`config.mk`:
```
export PLATFORM = sky130hd
export DESIGN_NAME = act_mem_loader
export DESIGN_NICKNAME = d
export VERILOG_FILES = /design/src/rtl/act_mem_loader.sv
export SDC_FILE = /design/constraint.sdc
export NUM_CORES = 1
export LEC_CHECK = 0
export ABC_AREA = 1
export BUFFER_PORTS_ARGS = -buffer_cell sky130_fd_sc_hd__buf_2
export CAP_MARGIN = 10
export CORE_ASPECT_RATIO = 1.75
export CORE_UTILIZATION = 50
export CTS_BUF_LIST = sky130_fd_sc_hd__clkbuf_8
export CTS_CLUSTER_DIAMETER = 120
export CTS_CLUSTER_SIZE = 40
export DETAILED_ROUTE_END_ITERATION = 10
export PLACE_DENSITY = 0.83
export SLEW_MARGIN = 20
export SYNTH_ARGS = -nofsm -noshare
export SYNTH_HDL_FRONTEND = slang
export SYNTH_SLANG_ARGS = --single-unit
```
`constraint.sdc`:
```
create_clock -name clk -period 1.9 [get_ports clk]
set_input_delay 0.475 -clock clk [delete_from_list [all_inputs] [get_ports clk]]
set_output_delay 0.475 -clock clk [all_outputs]
set_load 0.02 [all_outputs]
```
`src/rtl/act_mem_loader.sv`:
```
// Activation memory loader: streams ENTRY_NUM*DIM*DIM words into (entry, y, x) slots.
// Optional macro ACT_LOADER_ABORT_EN adds an abort input that cancels a load in progress.
module act_mem_loader #(
    parameter int ENTRY_NUM = 1,
    parameter int DIM       = 1,
    parameter int DATA_SIZE = 64,
    parameter int IDX_W     = 8
) (
    input  logic                 clk,
    input  logic                 rst_n,
    input  logic                 start,
`ifdef ACT_LOADER_ABORT_EN
    input  logic                 abort,
`endif
    output logic                 busy,
    output logic                 done,
    input  logic                 in_valid,
    output logic                 in_ready,
    input  logic [DATA_SIZE-1:0] in_data,
    output logic                 mem_write,
    output logic [IDX_W-1:0]     mem_index_entry,
    output logic [IDX_W-1:0]     mem_index_y,
    output logic [IDX_W-1:0]     mem_index_x,
    output logic [DATA_SIZE-1:0] mem_in_data
);

    typedef enum logic [1:0] {
        ST_IDLE  = 2'd0,
        ST_LOAD  = 2'd1,
        ST_FLUSH = 2'd2,
        ST_DONE  = 2'd3
    } state_t;

    localparam logic [IDX_W-1:0] IDX_ZERO = {IDX_W{1'b0}};
    localparam logic [IDX_W-1:0] IDX_ONE  = IDX_W'(1);
    localparam logic [IDX_W-1:0] X_LAST   = IDX_W'(DIM - 1);
    localparam logic [IDX_W-1:0] E_LAST   = IDX_W'(ENTRY_NUM - 1);

    state_t                 state_r;
    logic [IDX_W-1:0]       ent_r;
    logic [IDX_W-1:0]       y_r;
    logic [IDX_W-1:0]       x_r;
    logic                   busy_r;
    logic                   done_r;
    logic                   in_ready_r;
    logic                   mem_write_r;
    logic [IDX_W-1:0]       idx_e_r;
    logic [IDX_W-1:0]       idx_y_r;
    logic [IDX_W-1:0]       idx_x_r;
    logic [DATA_SIZE-1:0]   data_r;

    logic                   accept_s;
    logic                   x_last_s;
    logic                   y_last_s;
    logic                   last_s;
    logic                   abort_s;

    // Handshake and end-of-sweep decode from the current counters.
    always_comb begin
        accept_s = 1'b0;
        x_last_s = 1'b0;
        y_last_s = 1'b0;
        last_s   = 1'b0;
        abort_s  = 1'b0;
        accept_s = in_valid && in_ready_r;
        x_last_s = (x_r == X_LAST);
        y_last_s = (y_r == X_LAST);
        last_s   = x_last_s && y_last_s && (ent_r == E_LAST);
`ifdef ACT_LOADER_ABORT_EN
        abort_s  = abort && ((state_r == ST_LOAD) || (state_r == ST_FLUSH));
`else
        abort_s  = 1'b0;
`endif
    end

    // Loader FSM with registered handshake, status and memory-write outputs.
    always_ff @(posedge clk or negedge rst_n) begin
        if (!rst_n) begin
            state_r     <= ST_IDLE;
            ent_r       <= IDX_ZERO;
            y_r         <= IDX_ZERO;
            x_r         <= IDX_ZERO;
            busy_r      <= 1'b0;
            done_r      <= 1'b0;
            in_ready_r  <= 1'b0;
            mem_write_r <= 1'b0;
            idx_e_r     <= IDX_ZERO;
            idx_y_r     <= IDX_ZERO;
            idx_x_r     <= IDX_ZERO;
            data_r      <= {DATA_SIZE{1'b0}};
        end else begin
            // A word accepted in the abort cycle was already handshaken, so it is still written.
            mem_write_r <= accept_s;
            if (accept_s) begin
                idx_e_r <= ent_r;
                idx_y_r <= y_r;
                idx_x_r <= x_r;
                data_r  <= in_data;
            end

            case (state_r)
                ST_IDLE: begin
                    done_r <= 1'b0;
                    if (start) begin
                        state_r    <= ST_LOAD;
                        ent_r      <= IDX_ZERO;
                        y_r        <= IDX_ZERO;
                        x_r        <= IDX_ZERO;
                        busy_r     <= 1'b1;
                        in_ready_r <= 1'b1;
                    end
                end
                ST_LOAD: begin
                    if (abort_s) begin
                        state_r    <= ST_IDLE;
                        ent_r      <= IDX_ZERO;
                        y_r        <= IDX_ZERO;
                        x_r        <= IDX_ZERO;
                        busy_r     <= 1'b0;
                        in_ready_r <= 1'b0;
                    end else if (accept_s) begin
                        if (last_s) begin
                            state_r    <= ST_FLUSH;
                            in_ready_r <= 1'b0;
                        end else if (x_last_s) begin
                            x_r <= IDX_ZERO;
                            if (y_last_s) begin
                                y_r   <= IDX_ZERO;
                                ent_r <= ent_r + IDX_ONE;
                            end else begin
                                y_r <= y_r + IDX_ONE;
                            end
                        end else begin
                            x_r <= x_r + IDX_ONE;
                        end
                    end
                end
                ST_FLUSH: begin
                    busy_r <= 1'b0;
                    if (abort_s) begin
                        state_r <= ST_IDLE;
                        ent_r   <= IDX_ZERO;
                        y_r     <= IDX_ZERO;
                        x_r     <= IDX_ZERO;
                    end else begin
                        state_r <= ST_DONE;
                        done_r  <= 1'b1;
                    end
                end
                ST_DONE: begin
                    state_r <= ST_IDLE;
                    done_r  <= 1'b0;
                end
                default: begin
                    state_r    <= ST_IDLE;
                    ent_r      <= IDX_ZERO;
                    y_r        <= IDX_ZERO;
                    x_r        <= IDX_ZERO;
                    busy_r     <= 1'b0;
                    done_r     <= 1'b0;
                    in_ready_r <= 1'b0;
                end
            endcase
        end
    end

    assign busy            = busy_r;
    assign done            = done_r;
    assign in_ready        = in_ready_r;
    assign mem_write       = mem_write_r;
    assign mem_index_entry = idx_e_r;
    assign mem_index_y     = idx_y_r;
    assign mem_index_x     = idx_x_r;
    assign mem_in_data     = data_r;

endmodule

```
==> out/qor.yml <==
routedWlPerCell_um: 13.11
num_io_pins: 160
via_count: 4655
diodes: 0
worst_pin_slew_ns: 0.6763
slew_viol_final: 0
syn_area_sq_mm: 0.005210
die_h_um: 137.0
clk_latency_ns: 0.42
instances_no_fill: 952
yosysWarnings: 0
rows: 49
syn2layout_area_growth_pct: 27.79
grt_overflow: 0
syn_nets: 719
die_w_um: 79.17
cts_max_path_buffers: 2
cp.required_ns: 2.20
cts_sinks: 118
ys_seq_area_share_pct: 56.68
die_area_sq_mm: 0.01085
hold_slack_ns: 0.2426
max-vdd-ir-drop_mv: 1.183
multiInputGateArea_sq_mm: 0.002043
cts_buffers: 17
fin_skew_ns: 0.007414
cts-htree-levels: 4
fmax_mhz: 583.6
p_leak_nw: 3.798
place.gp.congestion: 0.8772
netlist.area_leader.share_pct: 56.68
vias_per_cell: 4.890
seq_area_sq_mm: 0.002953
netlist.top_cell.by_area: "dfrtp_1"
io_buffers: 159
dp_slack_ns: 0.09140
grt_use_total_pct: 23.63
worstPathArrival_ns: 2.02
status: "finished, final reports clean"
routed_wl_mm: 12.48
fin_crit_ns: 1.713
drc: 0
hold_path.class: "input pin to flop"
start_util_pct: 51.19
final.period_utilization_pct: 90.18
fin_util_pct: 65.42
root_buffer: "clkbuf_8"
syn_avg_cell_area_sq_um: 8.128
synthTopCellsByArea: "dfrtp_1, nand2_1, nand3_1, nor2_1, o21ai_0"
endpoint_kind: "flop"
core_region_area_sq_mm: 0.01018
yosys-top-cells-count: "nand2_1, dfrtp_1, nor2_1"
drt-initial-drc-count: 278
synth_enable_flop_cells: 0
synthCells: 641
synth.distinct_cells: 29
antenna_found_initial: 0
nets: 890
maxSlewHeadroom_pct: 54.92
fillCellCount: 911
crit_type: "flop to flop"
clk_pin_slew_ns: 0.07
grt_setup_unrepaired: "false"
worstPathMaxFanout: 9
dp.cells: 918
yosysMostFrequentCell: "nand2_1"
grt_pass1_wl_mm: 19.73
synth-seq-cells: 118
dp_hpwl_mm: 8.735
cts_tree: "built"
drv_cap: 0
firstDrtPassIters: 6
hold_viol_final: 0
ys_async_sr_fraction_pct: 100.0
grt_max_degree: 70
power.density_mw_per_mm2: 1515
setup_ws_ns: 0.1866
ant_nets: 0
fin_setup_tns_ns: 0
synth_ff_type: "dfrtp_1"
startpoint_type: "flop"
drive_gt1_share_pct: 27.39
first_global_vias: 4368
setup-violations-final: 0
power by group:
group	switching (mW)	leakage (nW)	internal [mW]	total [mW]
combinational	2.79	2.07	1.27	4.06
clock	1.00	0.198	1.32	2.32
sequential	0.402	1.53	3.31	3.71
total	4.20	3.80	5.89	10.1
state kept, by name, summed over array words and instances, names as in the netlist, 2 cells and up:
register         cells
state_r              2
ent_r                8
mem_index_x          8
mem_index_entry      8
mem_index_y          8
mem_in_data         64
x_r                  8
y_r                  8
routing by layer:
layer | share of wire (%) | GRT usage [%]
met1 | 38 | 26.36
met2 | 55 | 41.43
met3 | 5.0 | 5.467
met4 | 2.8 | 12.12
met5 | 0 | 0
layout by cell type, fill, tap and decap left out:
cell type,n
a21oi_1,9
a21oi_4,1
buf_12,2
buf_2,158
buf_4,15
bufinv_16,3
clkbuf_8,18
clkinv_2,4
clkinv_4,1
clkinvlp_4,5
dfrtp_1,118
dlygate4sd3_1,1
ha_1,9
ha_2,1
inv_1,33
inv_2,4
inv_4,1
nand2_1,315
nand2_2,2
nand2_4,4
nand3_1,36
nand3_2,1
nand3b_1,2
nand4_1,2
nor2_1,35
nor2_2,3
nor2_4,2
nor3_1,3
nor3b_1,1
nor4_1,2
o211ai_2,1
o21ai_0,27
o21ai_1,3
xnor2_1,1
xor2_1,2
kinds of logic after synthesis:
| family | count (synthesis) | synth area share [%] |
|---|---|---|
| AO/OA/AOI/OAI | 41 | 4.155 |
| XOR/XNOR | 3 | 0.5044 |
| adder cells (fa/ha/maj) | 10 | 2.402 |
| buffers and inverters | 61 | 4.731 |
| flip-flops | 118 | 56.68 |
| AND/OR/NAND/NOR | 408 | 31.53 |
layout make-up:
class | count | area share [%]
Clock buffer | 18 | 3.721
Multi-Input combinational cell | 462 | 30.69
Timing Repair Buffer | 176 | 14.32
Clock inverter | 14 | 2.406
Tap cell | 127 | 2.387
Sequential cell | 118 | 44.35
Inverter | 37 | 2.124
per-stage QoR:
step | power (mW) | area [sq um]
after CTS | 10.10 | 6623
after floorplan | 6.367 | 5210
after detailed placement | 7.752 | 6205
after global placement | 7.660 | 6205
after global routing | 10.76 | 6658
final | 10.09 | 6658
path summary, 6_finish.rpt:
check,from,end,slack (ns),cells after the start
max in group asynchronous,rst_n,mem_in_data[47],0.77,3
max,state_r[1],y_r[4],0.19,8
min reg2reg,mem_in_data[52],mem_in_data[52],0.47,2
max reg2reg,state_r[1],y_r[4],0.19,8
min,in_data[16],mem_in_data[16],0.24,3
min in group asynchronous,rst_n,ent_r[1],0.53,2
critical path, stage by stage, from the launching register on:
cell and delay, ns:
dfrtp_1 0.40, inv_1 0.11, ha_2 0.31, inv_2 0.09, nor2_1 0.30, nor2_4 0.09, buf_4 0.17, nand3_1 0.08
nand2_1 0.06
what timing repair did:
| action | in CTS | in global routing |
|---|---|---|
| buffers inserted | 0 | 1 |
| hold buffers | 1 | 0 |
| endpoints found under the setup margin | 0 | 27 |
| gates resized for setup | 0 | 8 |
| endpoints found under the hold margin | 27 | 0 |
(Power assumes the default switching activity.)
